<file path="src/rtl/univ_shift_reg.sv">
// rtl/univ_shift_reg.sv - parametrised universal register: load, shifts and rotates, one bit per clock
module univ_shift_reg #(
    parameter int WIDTH = 8,
    parameter int AMT_W = 4
) (
    input  logic             clk,
    input  logic             clr_n,
    input  logic             sclr,
    input  logic             start,
    input  logic [2:0]       mode,
    input  logic [AMT_W-1:0] amt,
    input  logic [WIDTH-1:0] pi,
    input  logic             sil,
    input  logic             sir,
    output logic [WIDTH-1:0] po,
    output logic             busy,
    output logic             done,
    output logic             so_l,
    output logic             so_r
);

    localparam logic [2:0] M_HOLD = 3'b000;
    localparam logic [2:0] M_LOAD = 3'b001;
    localparam logic [2:0] M_SHL  = 3'b010;
    localparam logic [2:0] M_SHR  = 3'b011;
    localparam logic [2:0] M_ASR  = 3'b100;
    localparam logic [2:0] M_ROL  = 3'b101;
    localparam logic [2:0] M_ROR  = 3'b110;

    typedef enum logic {IDLE, RUN} state_t;

    state_t           state;
    logic [2:0]       op;
    logic [AMT_W-1:0] cnt;
    logic [WIDTH-1:0] po_step;

    assign so_l = po[WIDTH-1];
    assign so_r = po[0];

    // Single-bit step of the latched op; serial fills are taken live each edge
    always_comb begin
        po_step = po;
        case (op)
            M_SHL:   po_step = {po[WIDTH-2:0], sir};
            M_SHR:   po_step = {sil, po[WIDTH-1:1]};
            M_ASR:   po_step = {po[WIDTH-1], po[WIDTH-1:1]};
            M_ROL:   po_step = {po[WIDTH-2:0], po[WIDTH-1]};
            M_ROR:   po_step = {po[0], po[WIDTH-1:1]};
            default: po_step = po;
        endcase
    end

    always_ff @(posedge clk or negedge clr_n) begin
        if (!clr_n) begin
            po    <= '0;
            busy  <= 1'b0;
            done  <= 1'b0;
            state <= IDLE;
            op    <= M_HOLD;
            cnt   <= '0;
        end else if (sclr) begin
            po    <= '0;
            busy  <= 1'b0;
            done  <= 1'b0;
            state <= IDLE;
        end else begin
            case (state)
                IDLE: begin
                    done <= 1'b0;
                    if (start) begin
                        case (mode)
                            M_LOAD: begin
                                po   <= pi;
                                done <= 1'b1;
                            end
                            M_SHL, M_SHR, M_ASR, M_ROL, M_ROR: begin
                                if (amt == '0) begin
                                    done <= 1'b1;
                                end else begin
                                    op    <= mode;
                                    cnt   <= amt;
                                    busy  <= 1'b1;
                                    state <= RUN;
                                end
                            end
                            default: done <= 1'b1;
                        endcase
                    end
                end
                RUN: begin
                    po  <= po_step;
                    cnt <= cnt - AMT_W'(1);
                    if (cnt == AMT_W'(1)) begin
                        state <= IDLE;
                        busy  <= 1'b0;
                        done  <= 1'b1;
                    end
                end
                default: state <= IDLE;
            endcase
        end
    end

endmodule

</file>
<file path="config.mk">
export PLATFORM = sky130hd
export DESIGN_NAME = univ_shift_reg
export DESIGN_NICKNAME = d
export VERILOG_FILES = /design/src/rtl/univ_shift_reg.sv
export SDC_FILE = /design/constraint.sdc
export NUM_CORES = 1
export LEC_CHECK = 0
export CAP_MARGIN = 15
export CORE_MARGIN = 10
export CORE_UTILIZATION = 45
export DETAILED_ROUTE_END_ITERATION = 10
export PLACE_DENSITY = 0.74
export SYNTH_ARGS = -nofsm -noshare
export SYNTH_HDL_FRONTEND = slang
export SYNTH_SLANG_ARGS = --single-unit
</file>
<file path="constraint.sdc">
create_clock -name clk -period 2.1 [get_ports clk]
set_clock_uncertainty 0.2 [all_clocks]
set_input_delay 0.21 -clock clk [delete_from_list [all_inputs] [get_ports clk]]
set_output_delay 0.21 -clock clk [all_outputs]
set_load 0.02 [all_outputs]
</file>
==> reports/qor.csv, run 1 <==
metric;value;unit
outcome;complete, no violations;
start_util;0.470;
grt_use_met2;0.205;
busiest_layer;met2;
fin_nets;185;
fin_setup_tns;0;ns
core_area;2730;um^2
power.internal;865;uW
cts_buffer_depth;2;
irDropWorstVdd;0.000588;V
maxCapViolCount;0;
htree_levels;1;
synth_edf_count;0;
min_period_over_period;0.862;
p_total;1400;uW
clk_pin_slew;0.11;ns
syn_area_per_cell;10.1;um^2
num-fill-cells;232;
synth_nets;150;
grt_max_degree;19;
port_buffers;32;
antenna_found_initial;0;
cts_sinks;18;
die_h;73.5;um
worstPathRequired;2.09;ns
yosysTopAreaCellShare;0.350;
netlist_area;1290;um^2
drv_slew;0;
dr.pass1.iters;4;
timing.final.ws_setup;0.290;ns
final_layout_size_suffix_gt1_frac;0.174;
grt_pass1_wl;5530;um
power_density;828;nW/um^2
cts-root-buf;clkbuf_4;
setup_viol;0;
insertedDiodeCount;0;
synth_largest_area_cell;dfrtp_1;
grt_use_met1;0.159;
post-place-ws;0.0431;ns
synthTopCellsByArea;dfrtp_1, o41ai_2, mux2i_1, nand2b_1, nor2_1;
fin_crit;1.81;ns
pwr-share-comb;0.447;
antenna_left;0;
grt_pass1_vias;1060;
cts_buffers;3;
postLayoutCoreUtil;0.619;
vias;1097;
synth-seq-cells;18;
wl_per_cell;17.4;um
met3_usage;0.0404;
rsz0062_at_grt;no;
dp_hpwl;2620;um
async_flop_share;1.00;
rows;19;
pwr-share-clk;0.157;
worstSetupPathType;reg2reg;
yosysWarnings;0;
maxSlewHeadroom;0.617;
p_sw;536;uW
postCtsSetupBuffers;0;
cts_resized;0;
seq_power_share;0.396;
critPathLaunchType;register;
synth-main-ff-cell;dfrtp_1;
drt_iter0_markers;53;
drcViolationCount;0;
grt_usage;0.129;
swShare;0.383;
synth_cells;127;
grt.overflow.total;0;
hp-class;in2async;
mostFrequentLayoutCell;clkdlybuf4s50_1;
cp_max_fo;14;
die-area;5400;um^2
crit_path_end_kind;register;
hold_violations;0;
clock_latency;0.30;ns
routed_wirelength;3340;um
ys_types;42;
cts_tree;built;
fmax;552;MHz
leakage;0.000726;uW
holdBufCountCts;0;
seq_area_frac_synth;0.350;
die_w;73.5;um
worstPathArrival;1.80;ns
viasPerCell;5.71;
ioPinCount;33;
mostFrequentLayoutCells;clkdlybuf4s50_1, dfrtp_1, nand2b_1, nor2_1, nand2_1;
tightest_slew;0.568;ns
synthToLayoutAreaGrowth;31.6;%
gp_congestion;0.848;
cell usage after synthesis (2+ instances only):
cell	number
a21oi_1	2
and3_1	2
buf_2	4
buf_4	4
dfrtp_1	18
ha_1	2
inv_1	5
mux2_1	3
mux2i_1	8
nand2_1	10
nand2b_1	12
nand3_1	3
nor2_1	11
nor3_1	3
o21ai_0	6
o41ai_2	8
state kept, by name, indices dropped and copies added (netlist names):
register,count
po,8
op,3
state,1
busy,1
done,1
cnt,4
through the flow:
step,cell area (um^2),instances,hold WS [ns]
3_5_place_dp,1660,188,0.295
5_1_grt,1690,192,0.0324
6_report,1690,192,0.0219
4_1_cts,1690,192,0.0249
2_1_floorplan,1290,127,-0.286
3_3_place_gp,1660,188,0.285
critical path, stage by stage, from the launching register on:
cell       delay (ns)
dfrtp_1          0.61
inv_1            0.18
a2111oi_0        0.45
a311o_1          0.20
o41ai_2          0.06
logic make-up after synthesis:
family | synth area share
fa+ha+maj | 0.0195
mux | 0.106
compound gates | 0.235
simple gates | 0.232
flops | 0.350
buf+inv | 0.0564
final timing paths:
| kind | cells after the start | start | endpoint | slack (ns) |
|---|---|---|---|---|
| max | 4 | state$_DFF_PN0_ | po[7]$_DFFE_PN0P_ | 0.29 |
| min | 2 | clr_n | state$_DFF_PN0_ | 0.02 |
| max reg2reg | 4 | state$_DFF_PN0_ | po[7]$_DFFE_PN0P_ | 0.29 |
| min reg2reg | 2 | po[2]$_DFFE_PN0P_ | po[2]$_DFFE_PN0P_ | 0.32 |
| max in group asynchronous | 2 | clr_n | po[5]$_DFFE_PN0P_ | 1.47 |
| min in group clk | 3 | pi[5] | po[5]$_DFFE_PN0P_ | 0.31 |
layer usage:
layer  part of all wire  vias to the layer above
met4              0.014                        0
met1               0.45                      532
met2               0.48                       23
li1                   -                      538
met3              0.052                        4
met5                  0                        -
final cells by class:
type                            instances  area, um^2  area share
Sequential cell                        18         450       0.266
Clock buffer                            4        36.3      0.0214
Inverter                                5        18.8      0.0111
Timing Repair Buffer                   39         385       0.228
Tap cell                               31        38.8      0.0229
Multi-Input combinational cell         95         763       0.451
power groups by stage:
stage	clock, uW	sequential (uW)	combinational [uW]
final	220	554	627
after global routing	244	569	688
after CTS	231	551	635
after detailed placement	0	559	632
after global placement	0	554	620
after floorplan	0	541	425
(Power assumes the default switching activity.)
==> run 2, diff against run 1 <==
--- a/config.mk
+++ b/config.mk
@@ -7,9 +7,9 @@
 export LEC_CHECK = 0
 export CAP_MARGIN = 15
 export CORE_MARGIN = 10
-export CORE_UTILIZATION = 45
+export CORE_UTILIZATION = 48
 export DETAILED_ROUTE_END_ITERATION = 10
-export PLACE_DENSITY = 0.74
+export PLACE_DENSITY = 0.79
 export SYNTH_ARGS = -nofsm -noshare
 export SYNTH_HDL_FRONTEND = slang
 export SYNTH_SLANG_ARGS = --single-unit
==> constraint.sdc (replaced) <==
create_clock -name clk -period 2.1 [get_ports clk]
set_clock_uncertainty 0.2 [all_clocks]
set_input_delay 0.21 -clock clk [delete_from_list [all_inputs] [get_ports clk]]
set_output_delay 0.21 -clock clk [all_outputs]
set_load 0.005 [all_outputs]
==> reports/qor.csv, run 2 (synthesis results as in run 1) <==
metric;value;unit
irDropWorstVdd;0.000626;V
cts_buffers;3;
grt_pass1_wl;5500;um
swShare;0.361;
viasPerCell;5.67;
start_util;0.510;
crit_chain;nor2b_4 -> mux2i_4 -> mux2i_1 -> o41ai_2;
insertedDiodeCount;0;
fin_nets;187;
critPathLaunchType;register;
vias;1094;
crit_path_end_kind;register;
tightest_slew;0.545;ns
postCtsSetupBuffers;0;
cp_max_fo;10;
antenna_found_initial;0;
setup_viol;0;
p_sw;489;uW
die_w;71.8;um
met3_usage;0.0468;
die-area;5150;um^2
fin_crit;1.79;ns
clock_latency;0.31;ns
maxSlewHeadroom;0.633;
num-fill-cells;201;
cts_tree;built;
timing.critical_path.buf_inv;0;
gp_congestion;0.844;
mostFrequentLayoutCell;clkdlybuf4s50_1;
power_density;799;nW/um^2
cp_slowest_cell;dfrtp_1;
grt_pass1_vias;1152;
maxCapViolCount;0;
cts-root-buf;clkbuf_4;
worstPathArrival;1.79;ns
grt_usage;0.127;
fmax;559;MHz
rsz0062_at_grt;no;
antenna_left;0;
outcome;complete, no violations;
pwr-share-comb;0.426;
multi_input_area;763;um^2
top_regs;po: 8 flops, cnt: 4 flops, op: 3 flops;
clk_pin_slew;0.12;ns
worstSetupPathType;reg2reg;
busiest_layer;met2;
hold_violations;0;
grt_max_degree;19;
synthToLayoutAreaGrowth;31.7;%
mostFrequentLayoutCells;clkdlybuf4s50_1, dfrtp_1, nand2b_1, nor2_1, nand2_1;
place_area;1660;um^2
core_area;2520;um^2
r2r_start;op[2]$_DFFE_PN0P_;
top_register;po;
die_h;71.8;um
cts_sinks;18;
min_period_over_period;0.852;
reg2reg_depth;4;
rows;18;
htree_levels;1;
drv_slew;0;
largest_reg_flops;8;
worstPathRequired;2.10;ns
cts_buffer_depth;2;
ioPinCount;33;
seq_power_share;0.405;
hp-class;in2async;
grt_use_met2;0.215;
dr.pass1.iters;4;
grt.overflow.total;0;
holdBufCountCts;0;
fin_setup_tns;0;ns
drcViolationCount;0;
leakage;0.000732;uW
cp_top_family;flip-flops;
pwr-share-clk;0.169;
power.internal;864;uW
fin_area;1690;um^2
max_stage_delay;0.61;ns
dp_hpwl;2480;um
routed_wirelength;3200;um
grt_use_met1;0.150;
regArea;450;um^2
wl_per_cell;16.6;um
drt_iter0_markers;77;
timing.rr.end;po[4]$_DFFE_PN0P_;
final_layout_size_suffix_gt1_frac;0.184;
cts_resized;0;
ff2ff_setup_slack;0.31;ns
port_buffers;32;
==> run 2: cell count changes in the layout (fill, tap and decap cells not counted), sizes merged <==
cell / change
buf: +2
==> run 2: layer usage <==
layer | up-vias | wire [um]
li1 | 544 | -
met1 | 516 | 1440
met2 | 32 | 1530
met3 | 2 | 228
met4 | 0 | 4
met5 | - | 0
==> run 2: power by group through the flow <==
stage	sequential (uW)	clock (uW)	combinational (uW)
2_1_floorplan	499	0	414
3_3_place_gp	549	0	568
3_5_place_dp	553	0	578
4_1_cts	545	234	583
5_1_grt	564	244	638
6_report	548	229	577
==> run 2: cell type report <==
cell class                      instances  area share
Clock buffer                            4      0.0214
Inverter                                5      0.0111
Multi-Input combinational cell         95       0.451
Sequential cell                        18       0.266
Tap cell                               30      0.0222
Timing Repair Buffer                   41       0.229
==> run 2: worst max path at each step <==
stage                            from                 to  depth (start not counted)
floorplan           op[2]$_DFFE_PN0P_  po[1]$_DFFE_PN0P_                          5
CTS                 op[2]$_DFFE_PN0P_  po[3]$_DFFE_PN0P_                          4
global placement               amt[2]  op[0]$_DFFE_PN0P_                          5
global route        op[2]$_DFFE_PN0P_  po[4]$_DFFE_PN0P_                          4
detailed placement             amt[2]  op[2]$_DFFE_PN0P_                          5
finish              op[2]$_DFFE_PN0P_  po[4]$_DFFE_PN0P_                          4
==> run 2: worst register-to-register path, stage by stage, from the launching register on <==
cell     delay (ns)
dfrtp_1        0.61
nor2b_4        0.09
mux2i_4        0.33
mux2i_1        0.16
o41ai_2        0.29
==> run 2: stage by stage <==
| stage | hold WS [ns] | worst slack (ns) | util | power (uW) | cells |
|---|---|---|---|---|---|
| floorplan | -0.286 | 0.504 | - | 913 | 127 |
| global placement | 0.278 | 0.112 | 0.657 | 1120 | 189 |
| detailed placement | 0.292 | 0.0505 | 0.657 | 1130 | 189 |
| CTS | 0.0248 | 0.297 | 0.672 | 1360 | 193 |
| global route | 0.0426 | 0.173 | 0.672 | 1450 | 193 |
| finish | 0.0162 | 0.310 | 0.672 | 1350 | 193 |
